[src/rtl/aes_inv_key_sched.sv]
// AES-128 inverse key schedule: loaded with the round-10 key, it presents round keys
// 10 down to 0, one per accepted handshake, regenerating Rcon in reverse as it goes.

module aes_sbox (
   input  logic [7:0] a,
   output logic [7:0] s
);
   function automatic logic [7:0] gf_mul(input logic [7:0] x, input logic [7:0] y);
      logic [7:0] acc;
      logic [7:0] t;
      acc = 8'h00;
      t   = x;
      for (int i = 0; i < 8; i++) begin
         if (y[i]) acc = acc ^ t;
         t = {t[6:0], 1'b0} ^ (t[7] ? 8'h1b : 8'h00);
      end
      return acc;
   endfunction

   logic [7:0] x2, x4, x8, x16, x32, x64, x128;
   logic [7:0] inv;

   // Multiplicative inverse as a^254; zero maps to zero on its own.
   always_comb begin
      x2   = gf_mul(a, a);
      x4   = gf_mul(x2, x2);
      x8   = gf_mul(x4, x4);
      x16  = gf_mul(x8, x8);
      x32  = gf_mul(x16, x16);
      x64  = gf_mul(x32, x32);
      x128 = gf_mul(x64, x64);
      inv  = gf_mul(gf_mul(gf_mul(x2, x4), gf_mul(x8, x16)),
                    gf_mul(gf_mul(x32, x64), x128));
   end

   assign s = inv ^ {inv[6:0], inv[7]} ^ {inv[5:0], inv[7:6]}
                  ^ {inv[4:0], inv[7:5]} ^ {inv[3:0], inv[7:4]} ^ 8'h63;
endmodule

module aes_inv_key_sched (
   input  logic         clk,
   input  logic         rst,
   input  logic         start,
   input  logic [127:0] key_in,
   input  logic         key_ready,
   output logic         key_valid,
   output logic [127:0] round_key,
   output logic [3:0]   round_num,
   output logic         busy,
   output logic         done
);
   typedef enum logic {IDLE, ACTIVE} state_t;

   state_t       state_reg;
   logic [7:0]   rcon_reg;
   logic [7:0]   rcon_next;
   logic [31:0]  w0, w1, w2, w3;
   logic [31:0]  p3_rot;
   logic [31:0]  sub_word;
   logic [127:0] prev_key;

   assign w0 = round_key[127:96];
   assign w1 = round_key[95:64];
   assign w2 = round_key[63:32];
   assign w3 = round_key[31:0];
   assign p3_rot = {(w3[23:0] ^ w2[23:0]), (w3[31:24] ^ w2[31:24])};

   genvar gi;
   generate
      for (gi = 0; gi < 4; gi++) begin : g_sbox
         aes_sbox u_sbox (
            .a(p3_rot[gi*8 +: 8]),
            .s(sub_word[gi*8 +: 8])
         );
      end
   endgenerate

   assign prev_key = {w0 ^ sub_word ^ {rcon_reg, 24'h0}, w1 ^ w0, w2 ^ w1, w3 ^ w2};

   // Division by x in GF(2^8): undo the reduction when the LSB shows it happened.
   assign rcon_next = rcon_reg[0] ? (((rcon_reg ^ 8'h1b) >> 1) | 8'h80) : (rcon_reg >> 1);

   always_ff @(posedge clk) begin
      if (rst) begin
         state_reg <= IDLE;
         key_valid <= 1'b0;
         busy      <= 1'b0;
         done      <= 1'b0;
         round_key <= 128'h0;
         round_num <= 4'h0;
         rcon_reg  <= 8'h00;
      end else begin
         done <= 1'b0;
         case (state_reg)
            IDLE: begin
               if (start) begin
                  state_reg <= ACTIVE;
                  key_valid <= 1'b1;
                  busy      <= 1'b1;
                  round_key <= key_in;
                  round_num <= 4'ha;
                  rcon_reg  <= 8'h36;
               end
            end
            ACTIVE: begin
               if (key_ready) begin
                  if (round_num == 4'h0) begin
                     state_reg <= IDLE;
                     key_valid <= 1'b0;
                     busy      <= 1'b0;
                     done      <= 1'b1;
                  end else begin
                     round_key <= prev_key;
                     round_num <= round_num - 4'h1;
                     rcon_reg  <= rcon_next;
                  end
               end
            end
            default: state_reg <= IDLE;
         endcase
      end
   end
endmodule

[config.mk]
export PLATFORM = sky130hd
export DESIGN_NAME = aes_inv_key_sched
export DESIGN_NICKNAME = d
export VERILOG_FILES = /design/src/rtl/aes_inv_key_sched.sv
export SDC_FILE = /design/constraint.sdc
export NUM_CORES = 2
export LEC_CHECK = 0
export ABC_CLOCK_PERIOD_IN_PS = 19500
export BUFFER_PORTS_ARGS = -buffer_cell sky130_fd_sc_hd__buf_2
export CORE_ASPECT_RATIO = 0.9
export CORE_MARGIN = 5
export CORE_UTILIZATION = 55
export CTS_CLUSTER_DIAMETER = 120
export DETAILED_ROUTE_END_ITERATION = 6
export PLACE_DENSITY = 0.72
export SLEW_MARGIN = 25
export SYNTH_ARGS = -nofsm -noshare
export SYNTH_HDL_FRONTEND = slang
export SYNTH_HIERARCHICAL = 1
export SYNTH_SLANG_ARGS = --single-unit
[constraint.sdc]
create_clock -name clk -period 19.5 [get_ports clk]
set_clock_uncertainty 0.2 [all_clocks]
set_input_delay 1.95 -clock clk [delete_from_list [all_inputs] [get_ports clk]]
set_output_delay 1.95 -clock clk [all_outputs]
set_load 0.02 [all_outputs]
==> impl_metrics.env <==
export IMPL_status="finished, violations left"
export IMPL_violations="DRC"
export IMPL_holdPathStages=2
export IMPL_crit_type="reg -> reg"
export IMPL_final_common_cell="xnor2_1"
export IMPL_dr_total_vias=66970
export IMPL_grt_pass1_wl_um=341900
export IMPL_finalWirelength_um=213900
export IMPL_fillCellCount=11650
export IMPL_critPathMostFrequentCell="xnor2_1"
export IMPL_area_delta_synth_final_pct=4.455
export IMPL_cts_resized=0
export IMPL_drt_iter0_drc=7884
export IMPL_grtUsageTotal_pct=30.50
export IMPL_setup_viol=0
export IMPL_dieArea_sq_um=132900
export IMPL_numPortBuffers=266
export IMPL_cts_clk_slew_worst_paths_ns=0.07
export IMPL_placed_cell_area_sq_um=71510
export IMPL_clk_latency_ns=0.46
export IMPL_r2r_start="round_key[56]$_SDFFE_PP0P_"
export IMPL_final_util_pct=57.80
export IMPL_hold_path_startpoint="round_key[24]$_SDFFE_PP0P_"
export IMPL_start_kind="register"
export IMPL_dr_pass1_iters=7
export IMPL_synth_edff_count=0
export IMPL_critical_path_slowest_cell="xor2_1"
export IMPL_h_tree_depth=4
export IMPL_synth_main_ff_cell="dfxtp_1"
export IMPL_cp_arrival_ns=18.54
export IMPL_synthesis_area_sq_um=69150
export IMPL_rows=123
export IMPL_grt_overflow=0
export IMPL_worstHoldEndpoint="round_key[24]$_SDFFE_PP0P_"
export IMPL_setup_tns_ns=0
export IMPL_hold_violations=0
export IMPL_antenna_found_initial=8
export IMPL_start_util_pct=55.34
export IMPL_worstHoldPathType="reg -> reg"
export IMPL_fin_nets=9147
export IMPL_ys_ff_latch=143
export IMPL_clockBufferDepth=2
export IMPL_post_cts_setup_buffer_count=0
export IMPL_layout_common_cells="xnor2_1, nor2_1, nand2_1"
export IMPL_crit_required_ns=19.60
export IMPL_cts_root_buf="clkbuf_16"
export IMPL_clock_fmax_mhz=54.24
export IMPL_die_w_um=383.8
export IMPL_grt_max_degree=114
export IMPL_stdcell_area_sq_um=72230
export IMPL_rsz0062_at_grt="false"
export IMPL_synth_cells=9119
export IMPL_r2r_cells=55
export IMPL_dp_cells=10650
export IMPL_synth_fp_nets=9281
export IMPL_final_layout_size_suffix_gt1_share_pct=11.89
export IMPL_seq_area_frac_synth_pct=4.140
export IMPL_ys_async_sr_fraction_pct=0
export IMPL_numCtsBuffers=17
export IMPL_cp_end_kind="register"
export IMPL_worstMarginPinSlew_ns=1.115
export IMPL_cts_hold_buffers_added=0
export IMPL_maxCapViolations=0
export IMPL_slew_viol_final=0
export IMPL_cts_tree="done"
export IMPL_slew_headroom_pct=25.16
export IMPL_cts_sinks=143
export IMPL_min_period_ns=18.44
export IMPL_drc=2
export IMPL_finalCritPeriodShare_pct=94.54
export IMPL_via_per_inst=6.265
export IMPL_globalplace_congestion=0.9556
export IMPL_place_hpwl_um=158200
export IMPL_drtAntennaViolNets=0
export IMPL_r2r_end="round_key[102]$_SDFFE_PP0P_"
export IMPL_die_y_um=346.4
export IMPL_grt_pass1_vias=61620
export IMPL_detail_route_wl_per_cell_um=20.01
export IMPL_cpPeakStageDelay_ns=0.79
export IMPL_postSynthAreaPerCell_sq_um=7.583
export IMPL_pin_count=267
export IMPL_yosysWarningCount=6
export IMPL_ys_types=106
export IMPL_largest_reg_flops=128
export IMPL_finalNonFillerCells=10690
export IMPL_worstPathMaxFanout=18
export IMPL_core_area_sq_um=125000
export IMPL_r2r_setup_slack_ns=1.06
[logic make-up (layout without fill, tap and decap cells)]
family | after synthesis | after routing | synth area share (%)
other cells | 0 | 5 | 0
compound gates | 2013 | 2013 | 19.61
mux | 263 | 263 | 4.102
flops | 143 | 143 | 4.140
simple gates | 3221 | 3221 | 22.73
buf+inv | 799 | 678 | 5.547
xor+xnor | 2646 | 2646 | 43.26
fa+ha+maj | 34 | 34 | 0.6007
[layout make-up]
type / instances / area (sq um) / share of cell area [%]
multi-input cells: 8177 / 62950 / 87.15
well taps: 1687 / 2111 / 2.922
clock inverters: 13 / 147.6 / 0.2044
inverters: 129 / 484.2 / 0.6704
repair buffers: 517 / 3218 / 4.455
diodes: 5 / 12.51 / 0.01732
clock buffers: 19 / 442.9 / 0.6132
flip-flops and latches: 143 / 2867 / 3.968
[worst max path at each step]
stage | startpoint | end | slack (ns) | cells after the start
3_5_place_dp | round_key[48]$_SDFFE_PP0P_ | round_key[127]$_SDFFE_PP0P_ | 1.19 | 57
2_1_floorplan | round_key[55]$_SDFFE_PP0P_ | round_key[127]$_SDFFE_PP0P_ | 3.14 | 71
3_3_place_gp | round_key[48]$_SDFFE_PP0P_ | round_key[127]$_SDFFE_PP0P_ | 1.38 | 51
6_report | round_key[56]$_SDFFE_PP0P_ | round_key[102]$_SDFFE_PP0P_ | 1.06 | 55
4_1_cts | round_key[48]$_SDFFE_PP0P_ | round_key[127]$_SDFFE_PP0P_ | 1.14 | 57
5_1_grt | round_key[56]$_SDFFE_PP0P_ | round_key[102]$_SDFFE_PP0P_ | 0.06 | 58
[critical path, delay by kind of cell, from the launching register on]
family	cells	cell delay, ns
flip-flops	1	0.42
multiplexers	1	0.20
XOR/XNOR	27	10.93
buffers and inverters	4	0.88
adder cells (fa/ha/maj)	5	2.26
AO/OA/AOI/OAI	10	2.07
AND/OR/NAND/NOR	8	1.27
[routing by layer]
layer / vias to the layer above / part of all wire [%] / routed length, um / global-route usage [%]
li1: 31430 / - / - / -
met1: 31840 / 44 / 94270 / 44.30
met2: 3304 / 44 / 93180 / 46.76
met3: 387 / 9.1 / 19560 / 4.362
met4: 4 / 3.2 / 6884 / 9.152
met5: - / 0.013 / 27 / 0
[stage by stage]
stage | hold WS [ns] | setup slack [ns]
floorplan | 0.2669 | 3.143
global placement | 0.2868 | 1.383
detailed placement | 0.2997 | 1.185
CTS | 0.3112 | 1.139
global route | 0.3331 | 0.06059
finish | 0.3146 | 1.064
[synthesized netlist by cell type (all sizes together) (24+ instances only)]
cell type / n / area (sq um)
and2: 73 / 456.7
xnor2: 1837 / 17200
ha: 30 / 375.4
a21oi: 529 / 2708
clkbuf: 305 / 1145
nand2: 834 / 3141
xor3: 40 / 955.9
xor2: 434 / 4177
and3b: 128 / 1121
nand3: 254 / 1271
o2111ai: 24 / 210.2
o211ai: 206 / 1567
or3: 65 / 406.6
buf: 365 / 2207
mux2i: 210 / 2195
o21ai: 417 / 2117
o32ai: 28 / 320.3
dfxtp: 143 / 2863
a22oi: 48 / 360.4
o221ai: 60 / 525.5
a211oi: 94 / 750.7
nor2b: 350 / 2190
o31ai: 140 / 1051
o211a: 29 / 290.3
inv: 129 / 484.2
or2: 32 / 200.2
o21a: 25 / 192.7
nand2b: 81 / 506.7
nor3: 211 / 1096
a31oi: 49 / 306.5
a221oi: 44 / 460.4
xnor3: 335 / 7585
nor2: 1022 / 4006
and3: 57 / 376.6
o22ai: 76 / 475.5
a32oi: 24 / 210.2
mux2: 49 / 551.8
Power is not shown: default switching activity piles up to over one toggle a cycle in this logic, so the estimate is an artifact.
